$ cat src/rtl/boid_fb_pkg.sv
// ============================================================================
// boid_fb_pkg
// ----------------------------------------------------------------------------
// Shared definitions for the boid occupancy framebuffer (read and write side).
//   - state_e        : swap-control FSM states of the scanout block
//   - *_DEF          : default grid / address / coordinate geometry
//   - SCAN_LATENCY   : beam x/y -> pixel_on latency of the scanout pipeline
// No ports (package).
// ============================================================================
package boid_fb_pkg;

    // Swap-control FSM states.
    typedef enum logic [1:0] {
        DISPLAY  = 2'd0,
        SWAP     = 2'd1,
        CLEARING = 2'd2
    } state_e;

    // Default geometry: 40x30 cells of 16x16 pixels -> 640x480.
    localparam int ADDR_WIDTH_DEF  = 11;
    localparam int GRID_W_DEF      = 40;
    localparam int GRID_H_DEF      = 30;
    localparam int SCALE_SHIFT_DEF = 4;
    localparam int COORD_WIDTH_DEF = 10;

    // Cycles from x/y presented to pixel_on valid.
    localparam int SCAN_LATENCY    = 2;

endpackage : boid_fb_pkg

$ cat src/rtl/boid_frame_scanout_if.sv
// ============================================================================
// boid_frame_scanout_if
// ----------------------------------------------------------------------------
// Bundles the signals between the scanout block and its environment (VGA
// timing generator, boid writer, framebuffer RAM).
//   video_on, x_pos, y_pos, vblank : beam timing            (to scanout)
//   frame_ready / frame_ack        : writer handshake       (in / out)
//   read_addr / read_data          : framebuffer read port  (out / in)
//   swap                           : framebuffer buffer toggle pulse (out)
//   pixel_on, pixel_valid          : pixel stream           (out)
//   lit_count                      : only with BOID_SCANOUT_STATS_EN defined
// Modports:
//   slave  - the scanout block itself
//   master - the environment driving it
// ============================================================================
interface boid_frame_scanout_if #(
    parameter int ADDR_WIDTH  = boid_fb_pkg::ADDR_WIDTH_DEF,
    parameter int COORD_WIDTH = boid_fb_pkg::COORD_WIDTH_DEF
);

    logic                   video_on;
    logic [COORD_WIDTH-1:0] x_pos;
    logic [COORD_WIDTH-1:0] y_pos;
    logic                   vblank;
    logic                   frame_ready;
    logic                   read_data;
    logic [ADDR_WIDTH-1:0]  read_addr;
    logic                   swap;
    logic                   frame_ack;
    logic                   pixel_on;
    logic                   pixel_valid;
`ifdef BOID_SCANOUT_STATS_EN
    logic [ADDR_WIDTH:0]    lit_count;

    modport slave (
        input  video_on, x_pos, y_pos, vblank, frame_ready, read_data,
        output read_addr, swap, frame_ack, pixel_on, pixel_valid, lit_count
    );

    modport master (
        output video_on, x_pos, y_pos, vblank, frame_ready, read_data,
        input  read_addr, swap, frame_ack, pixel_on, pixel_valid, lit_count
    );
`else
    modport slave (
        input  video_on, x_pos, y_pos, vblank, frame_ready, read_data,
        output read_addr, swap, frame_ack, pixel_on, pixel_valid
    );

    modport master (
        output video_on, x_pos, y_pos, vblank, frame_ready, read_data,
        input  read_addr, swap, frame_ack, pixel_on, pixel_valid
    );
`endif

endinterface : boid_frame_scanout_if

$ cat src/rtl/boid_cell_addr.sv
// ============================================================================
// boid_cell_addr
// ----------------------------------------------------------------------------
// Combinational mapper from screen coordinates to a framebuffer cell address.
// Shared between the scanout (read) side and the boid writer.
//   x_pos_i, y_pos_i : pixel coordinates
//   video_on_i       : coordinates are meaningful (beam in active area)
//   addr_o           : cy*GRID_W + cx, or 0 when not in range
//   in_range_o       : cell lies inside the grid and video_on_i is high
// ============================================================================
module boid_cell_addr
    import boid_fb_pkg::*;
#(
    parameter int ADDR_WIDTH  = ADDR_WIDTH_DEF,
    parameter int GRID_W      = GRID_W_DEF,
    parameter int GRID_H      = GRID_H_DEF,
    parameter int SCALE_SHIFT = SCALE_SHIFT_DEF,
    parameter int COORD_WIDTH = COORD_WIDTH_DEF
) (
    input  logic [COORD_WIDTH-1:0] x_pos_i,
    input  logic [COORD_WIDTH-1:0] y_pos_i,
    input  logic                   video_on_i,
    output logic [ADDR_WIDTH-1:0]  addr_o,
    output logic                   in_range_o
);

    // One extra bit so an oversized grid cannot silently wrap into a valid address.
    localparam int CALC_W = ADDR_WIDTH + 1;

    logic [COORD_WIDTH-1:0] cx_s;
    logic [COORD_WIDTH-1:0] cy_s;
    logic [CALC_W-1:0]      addr_full_s;
    logic                   cell_ok_s;

    // Cell coordinates, linear index and range qualification.
    always_comb begin
        cx_s        = x_pos_i >> SCALE_SHIFT;
        cy_s        = y_pos_i >> SCALE_SHIFT;
        addr_full_s = CALC_W'(cy_s) * CALC_W'(GRID_W) + CALC_W'(cx_s);
        cell_ok_s   = video_on_i
                      && (cx_s < COORD_WIDTH'(GRID_W))
                      && (cy_s < COORD_WIDTH'(GRID_H))
                      && (addr_full_s[CALC_W-1] == 1'b0);
        if (cell_ok_s) begin
            addr_o     = addr_full_s[ADDR_WIDTH-1:0];
            in_range_o = 1'b1;
        end else begin
            addr_o     = '0;
            in_range_o = 1'b0;
        end
    end

endmodule : boid_cell_addr

$ cat src/rtl/boid_frame_scanout.sv
// ============================================================================
// boid_frame_scanout
// ----------------------------------------------------------------------------
// Read side of the double-buffered 1-bit boid occupancy framebuffer.
//   - Maps the beam position to a cell read address (registered) and aligns
//     the RAM read data with the beam: pixel_on / pixel_valid follow x/y by
//     SCAN_LATENCY (2) cycles, with no bubbles in any FSM state.
//   - Owns buffer swapping: a one-cycle swap + frame_ack pulse, only in
//     vblank and only when the writer reports frame_ready, and never again
//     until the newly hidden buffer has been cleared (2**ADDR_WIDTH cycles).
// Ports:
//   clk    : system clock
//   reset  : synchronous, active-high
//   bus    : boid_frame_scanout_if.slave (beam timing, writer handshake,
//            framebuffer read port, swap, pixel stream)
// Optional feature macro: BOID_SCANOUT_STATS_EN
//   Adds bus.lit_count = number of distinct lit cells seen (as runs of
//   consecutive lit pixels) in the frame that was just retired by a swap.
// ============================================================================
module boid_frame_scanout
    import boid_fb_pkg::*;
#(
    parameter int ADDR_WIDTH  = ADDR_WIDTH_DEF,
    parameter int GRID_W      = GRID_W_DEF,
    parameter int GRID_H      = GRID_H_DEF,
    parameter int SCALE_SHIFT = SCALE_SHIFT_DEF,
    parameter int COORD_WIDTH = COORD_WIDTH_DEF
) (
    input  logic                 clk,
    input  logic                 reset,
    boid_frame_scanout_if.slave  bus
);

    localparam logic [ADDR_WIDTH-1:0] CLEAR_LAST = {ADDR_WIDTH{1'b1}};

    // ------------------------------------------------------------------
    // Swap-control FSM
    // ------------------------------------------------------------------
    state_e                state_q;
    state_e                state_d;
    logic [ADDR_WIDTH-1:0] clear_cnt_q;
    logic [ADDR_WIDTH-1:0] clear_cnt_d;
    logic                  swap_q;
    logic                  swap_d;

    // Next-state logic; swap_d is high exactly when SWAP is entered, so the
    // registered pulse coincides with the SWAP state and never glitches.
    always_comb begin
        state_d     = state_q;
        clear_cnt_d = clear_cnt_q;
        swap_d      = 1'b0;
        case (state_q)
            DISPLAY: begin
                if (bus.vblank && bus.frame_ready) begin
                    state_d = SWAP;
                    swap_d  = 1'b1;
                end else begin
                    state_d = DISPLAY;
                end
            end
            SWAP: begin
                state_d     = CLEARING;
                clear_cnt_d = CLEAR_LAST;
            end
            CLEARING: begin
                // frame_ready is deliberately ignored until the clear is done.
                if (clear_cnt_q == '0) begin
                    state_d = DISPLAY;
                end else begin
                    clear_cnt_d = clear_cnt_q - ADDR_WIDTH'(1);
                end
            end
            default: begin
                state_d     = CLEARING;
                clear_cnt_d = CLEAR_LAST;
            end
        endcase
    end

    // FSM state, clear counter and swap pulse registers.
    always_ff @(posedge clk) begin
        if (reset) begin
            state_q     <= CLEARING;
            clear_cnt_q <= CLEAR_LAST;
            swap_q      <= 1'b0;
        end else begin
            state_q     <= state_d;
            clear_cnt_q <= clear_cnt_d;
            swap_q      <= swap_d;
        end
    end

    // ------------------------------------------------------------------
    // Scan pipeline: stage 1 = address, stage 2 = pixel
    // ------------------------------------------------------------------
    logic [ADDR_WIDTH-1:0]   cell_addr_s;
    logic                    in_range_s;
    logic [ADDR_WIDTH-1:0]   read_addr_q;
    logic                    in_range_q;
    logic [SCAN_LATENCY-1:0] video_pipe_q;   // [0] = video_on_d1, [1] = pixel_valid
    logic                    pixel_on_d;
    logic                    pixel_on_q;

    boid_cell_addr #(
        .ADDR_WIDTH  (ADDR_WIDTH),
        .GRID_W      (GRID_W),
        .GRID_H      (GRID_H),
        .SCALE_SHIFT (SCALE_SHIFT),
        .COORD_WIDTH (COORD_WIDTH)
    ) u_cell_addr (
        .x_pos_i    (bus.x_pos),
        .y_pos_i    (bus.y_pos),
        .video_on_i (bus.video_on),
        .addr_o     (cell_addr_s),
        .in_range_o (in_range_s)
    );

    // The RAM returns data for read_addr_q during stage 2; qualify it with
    // the stage-1 range and video flags that travelled alongside.
    always_comb begin
        pixel_on_d = bus.read_data & in_range_q & video_pipe_q[0];
    end

    // Pipeline registers; they advance every cycle regardless of FSM state.
    always_ff @(posedge clk) begin
        if (reset) begin
            read_addr_q  <= '0;
            in_range_q   <= 1'b0;
            video_pipe_q <= '0;
            pixel_on_q   <= 1'b0;
        end else begin
            read_addr_q  <= cell_addr_s;
            in_range_q   <= in_range_s;
            video_pipe_q <= {video_pipe_q[SCAN_LATENCY-2:0], bus.video_on};
            pixel_on_q   <= pixel_on_d;
        end
    end

    assign bus.read_addr   = read_addr_q;
    assign bus.swap        = swap_q;
    assign bus.frame_ack   = swap_q;
    assign bus.pixel_on    = pixel_on_q;
    assign bus.pixel_valid = video_pipe_q[SCAN_LATENCY-1];

`ifdef BOID_SCANOUT_STATS_EN
    // ------------------------------------------------------------------
    // Lit-cell statistics
    // ------------------------------------------------------------------
    localparam int CNT_W = ADDR_WIDTH + 1;

    logic [CNT_W-1:0]      lit_cnt_q;     // running count for the current frame
    logic [CNT_W-1:0]      lit_count_q;   // snapshot taken on swap
    logic [ADDR_WIDTH-1:0] last_lit_q;    // cell of the previous lit pixel
    logic                  have_lit_q;    // last_lit_q is meaningful this frame
    logic                  new_cell_s;

    // A lit pixel counts only when it lands on a different cell than the
    // previous lit pixel, so a 16-pixel-wide cell is counted once per run.
    always_comb begin
        new_cell_s = pixel_on_d && (!have_lit_q || (read_addr_q != last_lit_q));
    end

    // Running counter (saturating), snapshot on swap, restart for the next frame.
    always_ff @(posedge clk) begin
        if (reset) begin
            lit_cnt_q   <= '0;
            lit_count_q <= '0;
            last_lit_q  <= '0;
            have_lit_q  <= 1'b0;
        end else if (swap_d) begin
            lit_count_q <= lit_cnt_q;
            lit_cnt_q   <= '0;
            have_lit_q  <= 1'b0;
        end else if (new_cell_s) begin
            if (lit_cnt_q != {CNT_W{1'b1}}) begin
                lit_cnt_q <= lit_cnt_q + CNT_W'(1);
            end else begin
                lit_cnt_q <= lit_cnt_q;
            end
            last_lit_q <= read_addr_q;
            have_lit_q <= 1'b1;
        end else begin
            lit_cnt_q <= lit_cnt_q;
        end
    end

    assign bus.lit_count = lit_count_q;
`endif

endmodule : boid_frame_scanout
$ cat src/flat_wrapper.sv
// flat-port wrapper written by rule: the top's interface ports become plain ports
module boid_frame_scanout_flat import boid_fb_pkg::*;
#(
    parameter int ADDR_WIDTH  = ADDR_WIDTH_DEF,
    parameter int GRID_W      = GRID_W_DEF,
    parameter int GRID_H      = GRID_H_DEF,
    parameter int SCALE_SHIFT = SCALE_SHIFT_DEF,
    parameter int COORD_WIDTH = COORD_WIDTH_DEF
)
  (clk, reset, bus_video_on, bus_x_pos, bus_y_pos, bus_vblank, bus_frame_ready, bus_read_data, bus_read_addr, bus_swap, bus_frame_ack, bus_pixel_on, bus_pixel_valid);
  boid_frame_scanout_if #(.ADDR_WIDTH(ADDR_WIDTH), .COORD_WIDTH(COORD_WIDTH)) bus_i ();
  input  logic clk;
  input  logic reset;
  input wire logic [$bits(bus_i.video_on)-1:0] bus_video_on;
  input wire logic [$bits(bus_i.x_pos)-1:0] bus_x_pos;
  input wire logic [$bits(bus_i.y_pos)-1:0] bus_y_pos;
  input wire logic [$bits(bus_i.vblank)-1:0] bus_vblank;
  input wire logic [$bits(bus_i.frame_ready)-1:0] bus_frame_ready;
  input wire logic [$bits(bus_i.read_data)-1:0] bus_read_data;
  output wire logic [$bits(bus_i.read_addr)-1:0] bus_read_addr;
  output wire logic [$bits(bus_i.swap)-1:0] bus_swap;
  output wire logic [$bits(bus_i.frame_ack)-1:0] bus_frame_ack;
  output wire logic [$bits(bus_i.pixel_on)-1:0] bus_pixel_on;
  output wire logic [$bits(bus_i.pixel_valid)-1:0] bus_pixel_valid;
  assign bus_i.video_on = bus_video_on;
  assign bus_i.x_pos = bus_x_pos;
  assign bus_i.y_pos = bus_y_pos;
  assign bus_i.vblank = bus_vblank;
  assign bus_i.frame_ready = bus_frame_ready;
  assign bus_i.read_data = bus_read_data;
  assign bus_read_addr = bus_i.read_addr;
  assign bus_swap = bus_i.swap;
  assign bus_frame_ack = bus_i.frame_ack;
  assign bus_pixel_on = bus_i.pixel_on;
  assign bus_pixel_valid = bus_i.pixel_valid;
  boid_frame_scanout #(.ADDR_WIDTH(ADDR_WIDTH), .GRID_W(GRID_W), .GRID_H(GRID_H), .SCALE_SHIFT(SCALE_SHIFT), .COORD_WIDTH(COORD_WIDTH)) u_core (.clk(clk), .reset(reset), .bus(bus_i));
endmodule
$ cat config.mk
export PLATFORM = sky130hd
export DESIGN_NAME = boid_frame_scanout_flat
export DESIGN_NICKNAME = d
export VERILOG_FILES = /design/src/rtl/boid_fb_pkg.sv /design/src/rtl/boid_frame_scanout_if.sv /design/src/rtl/boid_cell_addr.sv /design/src/rtl/boid_frame_scanout.sv /design/src/flat_wrapper.sv
export SDC_FILE = /design/constraint.sdc
export NUM_CORES = 1
export LEC_CHECK = 0
export ABC_AREA = 1
export ABC_CLOCK_PERIOD_IN_PS = 2750
export CAP_MARGIN = 20
export CORE_MARGIN = 10
export CORE_UTILIZATION = 48
export CTS_BUF_LIST = sky130_fd_sc_hd__clkbuf_16
export CTS_CLUSTER_DIAMETER = 80
export CTS_CLUSTER_SIZE = 24
export DETAILED_ROUTE_END_ITERATION = 8
export PLACE_DENSITY = 0.82
export REMOVE_ABC_BUFFERS = 1
export SETUP_SLACK_MARGIN = 0.4
export SLEW_MARGIN = 20
export SYNTH_ARGS = -nofsm -noshare
export SYNTH_HDL_FRONTEND = slang
export SYNTH_SLANG_ARGS = --single-unit
$ cat constraint.sdc
create_clock -name clk -period 2.75 [get_ports clk]
set_input_delay 0.4125 -clock clk [delete_from_list [all_inputs] [get_ports clk]]
set_output_delay 0.4125 -clock clk [all_outputs]
set_load 0.01 [all_outputs]
# ---- Yosys cells after proc, flatten, opt, wreduce, memory -nomap -nowiden
# Cells that the tools add are included.
dict set report word_totals {
  regBits 29
  inputBits 26
  out_inout_bits 15
  wordCells 36
}
dict set report op_classes {
  add_sub_neg 2
  mul 1
  order_cmp 2
  n_eq_ne 3
  mux 7
  n_bitwise 5
  n_reduce_logical 9
}
# cell count
set ops {}
lappend ops {{11-bit case mux with 2 select lines} 1}
lappend ops {{12-bit by 6-bit adder with 12-bit output} 1}
lappend ops {{11-bit zero test} 1}
lappend ops {{11-bit 2-to-1 mux} 1}
lappend ops {{11-bit by 1-bit subtractor with 11-bit output (second input constant)} 1}
lappend ops {{6-bit by 3-bit multiplier with 9-bit output (second input constant)} 1}
lappend ops {{6-bit by 5-bit less-than comparator with 1-bit output (second input constant)} 1}
lappend ops {{6-bit less-than comparator (second input constant)} 1}
lappend ops {{1-bit logical AND} 4}
lappend ops {{2-bit case mux with 2 select lines} 1}
lappend ops {{2-bit OR reduction} 2}
lappend ops {{1-bit 2-to-1 mux} 3}
lappend ops {{1-bit inverter} 3}
lappend ops {{1-bit AND} 2}
lappend ops {{2-bit == test (second input constant)} 1}
lappend ops {{2-bit zero test} 1}
lappend ops {{2-bit 2-to-1 mux} 1}
lappend ops {{2-bit by 1-bit != test with 1-bit output (second input constant)} 1}
lappend ops {{2-bit != test (second input constant)} 1}
lappend ops {{2-bit AND reduction} 1}

# ---- Depth between registers and ports, before layout
dict set report logic_depth {
  word_depth 6
  ltp_mapped 12
  depth_no_buf 12
}

# ---- Modules after synthesis
# Synthesis repeated with hierarchy kept, for this count alone.
dict set report unflattened {
  hier_cells 252
  area_unflattened_um2 1760.4
}
# module instances cells_per_inst area_per_inst_um2 seq_area_each_um2
set modules_own_cells {}
lappend modules_own_cells {boid_frame_scanout 1 161 1186.1 580.6}
lappend modules_own_cells {boid_cell_addr 1 91 574.3 0.0}

# ---- Worst setup path before layout
# OpenSTA, ideal clock, no wires.
dict set report synth_path {
  path_type {input-to-reg}
  from {input bus_y_pos[5]}
  to {register u_core.read_addr_q[10], in the netlist u_core.bus.read_addr[10]}
  arrival_time_ps 2126
  slack_ps 510
  stages 11
  path_cell_list {ha_1 ha_1 fa_1 nand2_1 inv_1 nand3_1 nor2_1 nand2_1 o21bai_2 buf_4 nor2_1}
}
dict set report synth_between {
  elab_chain_len 6
}
# element line
set synth_rtl {}
lappend synth_rtl {{start: declaration} flat_wrapper.sv:16} ;# input wire logic [$bits(bus_i.y_pos)-1:0] bus_y_pos;
lappend synth_rtl {{6-bit by 3-bit multiplier with 9-bit output} boid_cell_addr.sv:39} ;# addr_full_s = CALC_W'(cy_s) * CALC_W'(GRID_W) + CALC_W'(cx_s);
lappend synth_rtl {{12-bit by 6-bit adder with 12-bit output} boid_cell_addr.sv:39}
lappend synth_rtl {{1-bit inverter} boid_cell_addr.sv:43} ;# && (addr_full_s[CALC_W-1] == 1'b0);
lappend synth_rtl {{1-bit logical AND} boid_cell_addr.sv:43}
lappend synth_rtl {{1-bit inverter (no line)} --}
lappend synth_rtl {{2-bit OR reduction (no line)} --}
lappend synth_rtl {{end signal: assignment} boid_frame_scanout.sv:132} ;# read_addr_q <= cell_addr_s;
lappend synth_rtl {{end: declaration} boid_frame_scanout.sv:98} ;# logic [ADDR_WIDTH-1:0] read_addr_q;
# Several ways; a longest one is shown, not always the timed one.
# A chain may end at the register's enable or synchronous reset.

# ---- Final worst setup path
dict set report layout_path {
  from {input bus_x_pos[7]}
  to {register u_core.read_addr_q[9], in the netlist u_core.bus.read_addr[9]}
}
dict set report layout_between {
  elab_chain_len 6
}
# element line
set layout_rtl {}
lappend layout_rtl {{start: declaration} flat_wrapper.sv:15} ;# input wire logic [$bits(bus_i.x_pos)-1:0] bus_x_pos;
lappend layout_rtl {{branches (longest 6 deep; another with 12-bit by 6-bit adder with 12-bit output)} --}
# Parallel ways; which one is timed is not known.

==> out/metrics.csv <==
stage,metric,value,unit
status,status,completed,
min_path,worstHoldPathType,reg -> reg,
timing,timing.final.ws_setup,0.459,ns
worst_setup_path,crit_type,in -> reg,
floorplan,die_height,77.3,um
yosys,synth_top_family_by_area,simple AND/OR/NAND/NOR gates,
cts,cts_htree_levels,2,
pwr,p_per_area,512,nW/um^2
worst_setup_path,startpoint,bus_x_pos[7],
yosys,synth_warnings,0,
timing,worst_pin_slew,0.568,ns
routing,firstDrtPassIters,4,
yosys,synth_area_per_cell,7.29,um^2
floorplan,die_area,5970,um^2
routing,drt-wirelength-per-cell,13.8,um
routing,antenna_left,0,
placed_design,place_ws,-0.0576,ns
layout,final_nets,307,
global_routing,grt_pass1_vias,1480,
global_routing,grt_usage,13.7,%
routing,vias_per_cell,5.10,
placed_design,dp_hpwl,2770,um
floorplan,start_util,50.8,%
pwr,leakage,1.14,nW
run,maxCapViolCount,0,
worst_setup_path,end_kind,flop,
cts,clk_latency,0.27,ns
cts,cts_tree,built,
worst_setup_path,timing.rr.end,u_core.clear_cnt_q[9],
yosys,yosys.area_share.simple,35.7,%
cts,root_buffer,clkbuf_16,
placed_design,portBuffers,32,
routing,drc,0,
layout,syn_to_final_growth,45.8,%
yosys,yosysSeqAreaShare,36.9,%
timing,min_period,2.29,ns
floorplan,num_rows,20,
worst_setup_path,worstPathMaxFanout,2,
floorplan,io_pins,41,
layout,insertedDiodeCount,0,
yosys,synth_xor_area_share,2.22,%
timing,finalCritPeriodShare,83.3,%
placed_design,gp_congestion,0.821,
yosys,syn_inst,216,
timing,slew_headroom,62.0,%
routing,vias,1585,
cts,cts-hold-fix-buffers,0,
worst_setup_path,required,2.90,ns
floorplan,dieWidth,77.3,um
worst_setup_path,crit_path_end,u_core.bus.read_addr[9],
cts,clk_path_buf_depth,2,
worst_setup_path,rrSetupSlack,0.95,ns
placed_design,dpl_cell_area,1980,um^2
global_routing,grt_max_degree,14,
timing,hold_viol,0,
timing,rsz0062_at_grt,false,
timing,fmax,0.436,GHz
floorplan,coreArea,3100,um^2
timing,setup-tns-final,0,ns
layout,layout.cells.most_common_list,"nand3_1, nand2_1, inv_1",
global_routing,grt-ovfl-total,0,
worst_setup_path,start_kind,input port,
yosys,synth_compound_area_share,3.02,%
worst_setup_path,ff2ff_path_depth,9,
routing,routed_wl,4310,um
pwr,ir_drop,365,uV
worst_setup_path,worstPathArrival,2.45,ns
global_routing,antenna_found_initial,0,
yosys,synthMuxAreaShare,0,%
yosys,synthAdderAreaFrac,12.1,%
layout,fin_area,2300,um^2
routing,drtIter0Drc,147,
global_routing,grt_pass1_wl,6760,um
layout,layout-drive-gt1-share,18.4,%
timing,finalMaxSlewViolations,0,
cts,clkTransAtPathRegs,0.05,ns
cts,cts.sinks,29,
yosys,ys_types,26,
cts,cts_buffers,5,
yosys,ys_ff_latch,29,
worst_setup_path,r2r_start,u_core.clear_cnt_q[0],
timing,finClkSkew,0.00453,ns
timing,setup_violations,0,
yosys,syn_area,1580,um^2
## state kept, by name, indices dropped and copies added (netlist names)
| register | count |
|---|---|
| u_core.video_pipe_q | 2 |
| u_core.clear_cnt_q | 11 |
| u_core.state_q | 2 |
| u_core.bus.frame_ack | 1 |
| u_core.bus.read_addr | 11 |
| u_core.bus.pixel_on | 1 |
| u_core.in_range_q | 1 |
## what timing repair did
item,4_1_cts,5_1_grt
buffers inserted,8,1
pin swaps,8,9
setup endpoints to repair,12,12
gates resized for setup,20,18
cloned,1,0
## stage by stage
step           utilization, %  total power, mW  cells  hold WS (ns)
2_1_floorplan               -            0.546    212         0.396
3_5_place_dp             63.7            0.619    294         0.419
6_report                 74.0             1.18    311         0.425
5_1_grt                  74.0             1.23    311         0.445
4_1_cts                  72.3             1.15    310         0.421
3_3_place_gp             63.7            0.613    294         0.412
## cell usage after synthesis
cell      count  area, um^2
ha_1         12         150
nand2_1      40         150
nand2_2       2        12.5
xor2_1        2        17.5
buf_4         2        15.0
xnor2_1       2        17.5
nor2_1       28         105
and3_1        1        6.26
a31oi_1       1        6.26
nand3_2       1        10.0
nor3b_1       1        7.51
inv_2         1        3.75
nand4_1       3        18.8
buf_6         1        11.3
nand3b_1      2        15.0
o21ai_0       3        15.0
o21bai_2      1        11.3
or2_1         3        18.8
nand3_1      39         195
buf_2         1        5.00
inv_1        33         124
fa_1          2        40.0
a21oi_1       3        15.0
dfxtp_1      29         581
or2_2         2        12.5
nor2_4        1        11.3
## how the worst min path moves through the flow
stage | start | slack, ns | depth (start not counted) | to
after floorplan | u_core.video_pipe_q[0] | 0.40 | 2 | u_core.video_pipe_q[1]
after global placement | u_core.video_pipe_q[0] | 0.41 | 2 | u_core.video_pipe_q[1]
after detailed placement | u_core.video_pipe_q[0] | 0.42 | 2 | u_core.video_pipe_q[1]
after CTS | u_core.video_pipe_q[0] | 0.42 | 2 | u_core.video_pipe_q[1]
after global routing | u_core.video_pipe_q[0] | 0.45 | 2 | u_core.video_pipe_q[1]
final | u_core.video_pipe_q[0] | 0.43 | 2 | u_core.video_pipe_q[1]
## worst max-delay path, stage by stage
cell and delay [ns]:
clkdlybuf4s50_1 0.41, ha_1 0.21, fa_1 0.43, a21oi_2 0.25, nor2_4 0.07, buf_4 0.13, buf_4 0.12, buf_4 0.12
buf_4 0.13, nor2_2 0.10, nor3b_2 0.05
## metal layers
layer	wire (um)	up-vias	track usage, %	share of wire, %
li1	-	790	-	-
met1	1870	729	15.7	43
met2	1970	59	21.7	46
met3	401	7	6.41	9.3
met4	68	0	4.74	1.6
met5	0	-	0	0
## logic make-up after synthesis
kind of cell / count (synthesis)
AND/OR/NAND/NOR: 123
buffers and inverters: 38
flip-flops: 29
adder cells (fa/ha/maj): 14
AO/OA/AOI/OAI: 8
XOR/XNOR: 4
## power by group
group / switching (mW) / internal [mW]
sequential: 0.00365 / 0.432
combinational: 0.123 / 0.130
clock: 0.167 / 0.321
total: 0.293 / 0.883
## layout make-up
class,instances,area [um^2]
multi-input cells,149,947
fillers,233,806
flip-flops and latches,29,581
repair buffers,48,454
inverters,34,128
clock buffers,5,125
well taps,44,55.1
clock inverters,2,7.51
Power figures use the tool's default switching activity.
